==> src/rtl/pong_pkg.sv <==
// Shared encodings for the pong match controller: FSM states, winner codes
// and active-low seven-segment patterns.
package pong_pkg;

    localparam logic [2:0] ST_IDLE  = 3'd0;
    localparam logic [2:0] ST_SERVE = 3'd1;
    localparam logic [2:0] ST_PLAY  = 3'd2;
    localparam logic [2:0] ST_POINT = 3'd3;
    localparam logic [2:0] ST_OVER  = 3'd4;

    localparam logic [1:0] WIN_NONE  = 2'b00;
    localparam logic [1:0] WIN_LEFT  = 2'b01;
    localparam logic [1:0] WIN_RIGHT = 2'b10;

    // Segment order {g,f,e,d,c,b,a}; a low bit lights the segment.
    localparam logic [6:0] SEG_BLANK = 7'b1111111;
    localparam logic [6:0] SEG_DIGIT [10] = '{
        7'b1000000, 7'b1111001, 7'b0100100, 7'b0110000, 7'b0011001,
        7'b0010010, 7'b0000010, 7'b1111000, 7'b0000000, 7'b0010000
    };

endpackage

==> src/rtl/match_sequencer_if.sv <==
// Key/random inputs and game-control/score outputs of the match sequencer.
// The slave side is the sequencer; the master side is its environment.
interface match_sequencer_if;

    logic       start;
    logic       miss_left;
    logic       miss_right;
    logic       random;
    logic       game_run;
    logic       ball_reset;
    logic       serve_dir;
    logic [3:0] score_left;
    logic [3:0] score_right;
    logic [1:0] winner;
    logic [2:0] state;
    logic [6:0] hex_left;
    logic [6:0] hex_right;

    modport master (
        output start, miss_left, miss_right, random,
        input  game_run, ball_reset, serve_dir, score_left, score_right,
               winner, state, hex_left, hex_right
    );

    modport slave (
        input  start, miss_left, miss_right, random,
        output game_run, ball_reset, serve_dir, score_left, score_right,
               winner, state, hex_left, hex_right
    );

endinterface

==> src/rtl/seg7_decoder.sv <==
// Binary-to-seven-segment decoder, active-low outputs; values above 9 blank.
module seg7_decoder
    import pong_pkg::*;
(
    input  logic [3:0] value_i,
    output logic [6:0] seg_o
);

    always_comb begin
        seg_o = SEG_BLANK;
        if (value_i <= 4'd9) begin
            seg_o = SEG_DIGIT[value_i];
        end
    end

endmodule

==> src/rtl/match_sequencer.sv <==
// Pong round/match controller: serve countdown, live play, point pause and
// game over; keeps both scores and drives their seven-segment digits.
module match_sequencer
    import pong_pkg::*;
#(
    parameter int TICK_DIV    = 500000,
    parameter int SERVE_TICKS = 100,
    parameter int POINT_TICKS = 150,
    parameter int WIN_SCORE   = 7
) (
    input  logic             CLOCK2_50,
    input  logic             rst,
    match_sequencer_if.slave seq_if
);

    localparam int              PW         = (TICK_DIV > 1) ? $clog2(TICK_DIV) : 1;
    localparam logic [PW-1:0]   PRESC_LAST = PW'(TICK_DIV - 1);
    localparam logic [7:0]      SERVE_LOAD = 8'(SERVE_TICKS);
    localparam logic [7:0]      POINT_LOAD = 8'(POINT_TICKS);
    localparam logic [3:0]      WIN_VALUE  = 4'(WIN_SCORE);

    logic [2:0]    state_q, state_d;
    logic [3:0]    score_left_q, score_left_d;
    logic [3:0]    score_right_q, score_right_d;
    logic [1:0]    winner_q, winner_d;
    logic          serve_dir_q, serve_dir_d;
    logic          game_run_q, game_run_d;
    logic          ball_reset_q, ball_reset_d;
    logic [PW-1:0] presc_q, presc_d;
    logic [7:0]    timer_q, timer_d;
    logic          start_q;
    logic          start_edge;
    logic          tick;
    logic          expired;
    logic          load_timer;

    assign start_edge = seq_if.start & ~start_q;
    assign tick       = (presc_q == PRESC_LAST);
    // The phase ends on the tick that brings the timer to zero, so an N-tick
    // phase lasts exactly N*TICK_DIV cycles from the load.
    assign expired    = tick & (timer_q <= 8'd1);
    assign presc_d    = (load_timer || tick) ? '0 : presc_q + 1'b1;

    always_comb begin
        // NOTE: every next-state signal is given a default before the case so
        // that no path leaves it unassigned and no latch is inferred.
        state_d       = state_q;
        score_left_d  = score_left_q;
        score_right_d = score_right_q;
        winner_d      = winner_q;
        serve_dir_d   = serve_dir_q;
        game_run_d    = 1'b0;
        ball_reset_d  = 1'b0;
        load_timer    = 1'b0;
        timer_d       = (tick && timer_q != 8'd0) ? timer_q - 8'd1 : timer_q;

        case (state_q)
            ST_IDLE, ST_OVER: begin
                if (start_edge) begin
                    score_left_d  = '0;
                    score_right_d = '0;
                    winner_d      = WIN_NONE;
                    serve_dir_d   = seq_if.random;
                    ball_reset_d  = 1'b1;
                    load_timer    = 1'b1;
                    timer_d       = SERVE_LOAD;
                    state_d       = ST_SERVE;
                end
            end
            ST_SERVE: begin
                if (expired) begin
                    game_run_d = 1'b1;
                    state_d    = ST_PLAY;
                end
            end
            ST_PLAY: begin
                game_run_d = 1'b1;
                if (seq_if.miss_left && seq_if.miss_right) begin
                    serve_dir_d = seq_if.random;
                end else if (seq_if.miss_left) begin
                    score_right_d = score_right_q + 4'd1;
                    serve_dir_d   = 1'b0;
                end else if (seq_if.miss_right) begin
                    score_left_d = score_left_q + 4'd1;
                    serve_dir_d  = 1'b1;
                end
                if (seq_if.miss_left || seq_if.miss_right) begin
                    game_run_d = 1'b0;
                    // NOTE: blocking '=' in combinational logic means the
                    // score_*_d values read here are the ones just updated.
                    if (score_left_d == WIN_VALUE) begin
                        winner_d = WIN_LEFT;
                        state_d  = ST_OVER;
                    end else if (score_right_d == WIN_VALUE) begin
                        winner_d = WIN_RIGHT;
                        state_d  = ST_OVER;
                    end else begin
                        load_timer = 1'b1;
                        timer_d    = POINT_LOAD;
                        state_d    = ST_POINT;
                    end
                end
            end
            ST_POINT: begin
                if (expired) begin
                    ball_reset_d = 1'b1;
                    load_timer   = 1'b1;
                    timer_d      = SERVE_LOAD;
                    state_d      = ST_SERVE;
                end
            end
            default: begin
                score_left_d  = '0;
                score_right_d = '0;
                winner_d      = WIN_NONE;
                serve_dir_d   = 1'b0;
                load_timer    = 1'b1;
                timer_d       = '0;
                state_d       = ST_IDLE;
            end
        endcase
    end

    // Sampled through reset as well, so a key held across reset release is
    // not mistaken for a fresh press.
    always_ff @(posedge CLOCK2_50) begin
        start_q <= seq_if.start;
    end

    always_ff @(posedge CLOCK2_50) begin
        if (rst) begin
            state_q       <= ST_IDLE;
            score_left_q  <= '0;
            score_right_q <= '0;
            winner_q      <= WIN_NONE;
            serve_dir_q   <= 1'b0;
            game_run_q    <= 1'b0;
            ball_reset_q  <= 1'b0;
            presc_q       <= '0;
            timer_q       <= '0;
        end else begin
            state_q       <= state_d;
            score_left_q  <= score_left_d;
            score_right_q <= score_right_d;
            winner_q      <= winner_d;
            serve_dir_q   <= serve_dir_d;
            game_run_q    <= game_run_d;
            ball_reset_q  <= ball_reset_d;
            presc_q       <= presc_d;
            timer_q       <= timer_d;
        end
    end

    assign seq_if.state       = state_q;
    assign seq_if.score_left  = score_left_q;
    assign seq_if.score_right = score_right_q;
    assign seq_if.winner      = winner_q;
    assign seq_if.serve_dir   = serve_dir_q;
    assign seq_if.game_run    = game_run_q;
    assign seq_if.ball_reset  = ball_reset_q;

    seg7_decoder u_hex_left (
        .value_i (score_left_q),
        .seg_o   (seq_if.hex_left)
    );

    seg7_decoder u_hex_right (
        .value_i (score_right_q),
        .seg_o   (seq_if.hex_right)
    );

endmodule

==> src/flat_wrapper.sv <==
// flat-port wrapper written by rule: the top's interface ports become plain ports
module match_sequencer_flat import pong_pkg::*;
#(
    parameter int TICK_DIV    = 500000,
    parameter int SERVE_TICKS = 100,
    parameter int POINT_TICKS = 150,
    parameter int WIN_SCORE   = 7
)
  (CLOCK2_50, rst, seq_if_start, seq_if_miss_left, seq_if_miss_right, seq_if_random, seq_if_game_run, seq_if_ball_reset, seq_if_serve_dir, seq_if_score_left, seq_if_score_right, seq_if_winner, seq_if_state, seq_if_hex_left, seq_if_hex_right);
  match_sequencer_if seq_if_i ();
  input  logic CLOCK2_50;
  input  logic rst;
  input wire logic [$bits(seq_if_i.start)-1:0] seq_if_start;
  input wire logic [$bits(seq_if_i.miss_left)-1:0] seq_if_miss_left;
  input wire logic [$bits(seq_if_i.miss_right)-1:0] seq_if_miss_right;
  input wire logic [$bits(seq_if_i.random)-1:0] seq_if_random;
  output wire logic [$bits(seq_if_i.game_run)-1:0] seq_if_game_run;
  output wire logic [$bits(seq_if_i.ball_reset)-1:0] seq_if_ball_reset;
  output wire logic [$bits(seq_if_i.serve_dir)-1:0] seq_if_serve_dir;
  output wire logic [$bits(seq_if_i.score_left)-1:0] seq_if_score_left;
  output wire logic [$bits(seq_if_i.score_right)-1:0] seq_if_score_right;
  output wire logic [$bits(seq_if_i.winner)-1:0] seq_if_winner;
  output wire logic [$bits(seq_if_i.state)-1:0] seq_if_state;
  output wire logic [$bits(seq_if_i.hex_left)-1:0] seq_if_hex_left;
  output wire logic [$bits(seq_if_i.hex_right)-1:0] seq_if_hex_right;
  assign seq_if_i.start = seq_if_start;
  assign seq_if_i.miss_left = seq_if_miss_left;
  assign seq_if_i.miss_right = seq_if_miss_right;
  assign seq_if_i.random = seq_if_random;
  assign seq_if_game_run = seq_if_i.game_run;
  assign seq_if_ball_reset = seq_if_i.ball_reset;
  assign seq_if_serve_dir = seq_if_i.serve_dir;
  assign seq_if_score_left = seq_if_i.score_left;
  assign seq_if_score_right = seq_if_i.score_right;
  assign seq_if_winner = seq_if_i.winner;
  assign seq_if_state = seq_if_i.state;
  assign seq_if_hex_left = seq_if_i.hex_left;
  assign seq_if_hex_right = seq_if_i.hex_right;
  match_sequencer #(.TICK_DIV(TICK_DIV), .SERVE_TICKS(SERVE_TICKS), .POINT_TICKS(POINT_TICKS), .WIN_SCORE(WIN_SCORE)) u_core (.CLOCK2_50(CLOCK2_50), .rst(rst), .seq_if(seq_if_i));
endmodule
==> config.mk <==
export PLATFORM = sky130hd
export DESIGN_NAME = match_sequencer_flat
export DESIGN_NICKNAME = d
export VERILOG_FILES = /design/src/rtl/pong_pkg.sv /design/src/rtl/match_sequencer_if.sv /design/src/rtl/seg7_decoder.sv /design/src/rtl/match_sequencer.sv /design/src/flat_wrapper.sv
export SDC_FILE = /design/constraint.sdc
export NUM_CORES = 1
export LEC_CHECK = 0
export ABC_CLOCK_PERIOD_IN_PS = 3100
export CAP_MARGIN = 20
export CORE_AREA = 2 2 86 88
export CTS_CLUSTER_SIZE = 24
export DETAILED_ROUTE_END_ITERATION = 7
export DIE_AREA = 0 0 88 90
export GPL_TIMING_DRIVEN = 0
export PLACE_DENSITY_LB_ADDON = 0.08
export SETUP_SLACK_MARGIN = 0.15
export SLEW_MARGIN = 10
export SYNTH_ARGS = -nofsm -noshare
export SYNTH_HDL_FRONTEND = slang
export SYNTH_HIERARCHICAL = 1
export SYNTH_SLANG_ARGS = --single-unit
export TNS_END_PERCENT = 20
==> constraint.sdc <==
create_clock -name CLOCK2_50 -period 3.1 [get_ports CLOCK2_50]
set_clock_uncertainty 0.1 [all_clocks]
set_input_delay 0.31 -clock CLOCK2_50 [delete_from_list [all_inputs] [get_ports CLOCK2_50]]
set_output_delay 0.31 -clock CLOCK2_50 [all_outputs]
set_load 0.01 [all_outputs]
==> metrics.cfg <==
[status]
outcome = finished, final reports clean

[sta]
finalCriticalPeriod_ps = 2570
setup_tns_ps = 0
finalCritPeriodShare_pct = 83.0
fmax_ghz = 0.388
slew_headroom_pct = 62.7
finalHoldViolations = 0
grt_setup_unrepaired = no
final-setup-viol-count = 0
worst_pin_slew_ps = 556
report.final.slew_viol_count = 0

[synthesis]
ys_warn_count = 6
yosysTopAreaCell = dfxtp_1
synth_cells = 327
synth_edf_count = 0
ys.flop_type = dfxtp_1
async_flop_share_pct = 0
yosys-top-cells-count = nor2_1 (53), dfxtp_1 (44), a21oi_1 (28), nand2_1 (22), xor2_1 (17)
synth_area_leaders = dfxtp_1 (33%), nor2_1 (7.4%), ha_1 (7.0%)
syn_avg_cell_area_um2 = 8.24
syn_nets = 348
synth_area_um2 = 2690
synth_top_area_share_pct = 32.7
ys_seq_area_share_pct = 32.7
post-synth-top-count-cell = nor2_1
ys_seq_elements = 44
synthDistinctLibCells = 56

[drt]
drt_iter0_markers = 73
dr.pass1.iters = 4
wl_per_cell_um = 12.7
antenna_left = 0
drcViolationCount = 0
routed_wirelength_um = 5930
viasPerCell = 5.09
vias = 2383

[cts]
cts_sinks = 44
cts_hold_buf = 0
cts_tree = done
clock_latency_ps = 290
cts_made_buffers = 5
cts.repair.resized = 0
post_cts_buffers = 0
clockRootBuffer = clkbuf_8
clock_path_buffers = 2
h-tree-depth = 2
clk_pin_slew_worst_paths_ps = 80

[critical_path]
crit_path_end_kind = output pin
worst_path_max_delay_cell = dfxtp_1
worst_path_largest_cell_delay_ps = 550
cp_max_fo = 11
crit_type = reg2out
arrival_ps = 2160
cpMostUsedCell = nor2_1
critPathBufInv = 2
critPathLaunchType = flop
crit_family = buffers and inverters
cp_cell_sequence = inv_1, ha_1, nor2_1, nor2_1, a2bb2oi_1, clkdlybuf4s50_1
required_ps = 2690

[die]
start_util_pct = 38.4
ios = 36
die_h_um = 90
dieArea_um2 = 7920
rows = 31
core_area_um2 = 7020
die_x_um = 88

[global_route]
first_global_vias = 2151
grt_max_degree = 14
antenna_found_initial = 0
grt-ovfl-total = 0
grt_first_pass_wirelength_um = 9890
grt_usage_pct = 15.3

[placed_design]
place_area_um2 = 3160
hpwl_um = 4330
portBuffers = 34
routabilityCongestion = 0.746

[worst_hold_path]
hp-class = reg2reg

[finish]
syn_to_final_growth_pct = 21.2
design_area_um2 = 3270
antenna_cells = 0
nNetsFinal = 389
drive_gt1_share_pct = 8.67

[power]
power_density_nw_per_um2 = 362
vdd_drop_max_mv = 0.214
p_leak_nw = 1.18

[flow_run]
maxCapViolCount = 0

[cell type report]
class                      count  area (um2)
fill                         725        3750
multi-input combinational    260        1690
sequential                    44         881
timing repair buffer          34         340
tap                           99         124
buffer                        13        82.6
clock buffer                   6        72.6
inverter                      10        37.5
clock inverter                 2        35.0
[per-stage QoR]
| stage | utilization [%] | cells | power, mW | setup WS (ps) | hold slack (ps) |
|---|---|---|---|---|---|
| after floorplan | - | 327 | 0.710 | 981 | 238 |
| after global placement | 45.0 | 460 | 0.759 | 454 | 347 |
| after detailed placement | 45.0 | 460 | 0.759 | 477 | 356 |
| after CTS | 46.5 | 468 | 1.20 | 502 | 374 |
| after global routing | 46.5 | 468 | 1.24 | 314 | 400 |
| final | 46.5 | 468 | 1.18 | 526 | 364 |
[cells in the final DEF (no fill, tap or decap), drive strengths merged, types with 3 or more instances in the layout]
cell type and count:
o211ai 3, nor4 4, nor2b 6, or3 7, o22ai 3, xnor2 9
dfxtp 44, nand3 12, nand4 6, nor3 11, nand2 22, xor2 17
buf 11, clkdlybuf4s50 34, nor2 53, a21oi 28, and3 8, a31oi 3
a22oi 3, inv 10, clkbuf 8, nand3b 5, ha 15, nand2b 4
o21ai 11
[registers in the layout (all words and copies together), names as in the netlist]
| name | count |
|---|---|
| u_core/start_q | 1 |
| u_core/seq_if.score_left | 4 |
| u_core/seq_if.ball_reset | 1 |
| u_core/presc_q | 19 |
| u_core/seq_if.score_right | 4 |
| u_core/timer_q | 8 |
| u_core/seq_if.serve_dir | 1 |
| u_core/seq_if.game_run | 1 |
| u_core/seq_if.winner | 2 |
| u_core/seq_if.state | 3 |
[worst paths after layout]
kind,from,end,slack [ps],cells after the start
min,u_core/presc_q[0]$_SDFF_PP0_,u_core/presc_q[0]$_SDFF_PP0_,360,1
max reg2reg,u_core/seq_if.score_left[0]$_SDFFE_PP0P_,u_core/presc_q[2]$_SDFF_PP0_,730,8
max,u_core/seq_if.score_left[0]$_SDFFE_PP0P_,seq_if_hex_left[4],530,6
min reg2reg,u_core/presc_q[0]$_SDFF_PP0_,u_core/presc_q[0]$_SDFF_PP0_,360,1
[report_power, final]
group | switching [mW] | total [mW] | internal (mW)
sequential | 0.0119 | 0.592 | 0.580
combinational | 0.0915 | 0.153 | 0.0619
clock | 0.199 | 0.438 | 0.239
total | 0.302 | 1.18 | 0.881
[routing by layer]
layer  global-route usage (%)  vias to the layer above  share of wire (%)
li1                         -                     1232                  -
met1                     22.1                     1108                 50
met2                     23.0                       38                 45
met3                     3.03                        5                3.6
met4                     4.62                        0               0.69
met5                        0                        -                  0
[logic make-up after synthesis]
| group | Yosys count | synth area share, % |
|---|---|---|
| AO/OA/AOI/OAI | 66 | 16.3 |
| XOR/XNOR | 26 | 8.45 |
| adder cells (fa/ha/maj) | 15 | 6.97 |
| buffers and inverters | 23 | 4.46 |
| flip-flops | 44 | 32.7 |
| multiplexers | 2 | 0.743 |
| AND/OR/NAND/NOR | 151 | 30.4 |
(Power assumes the default switching activity.)
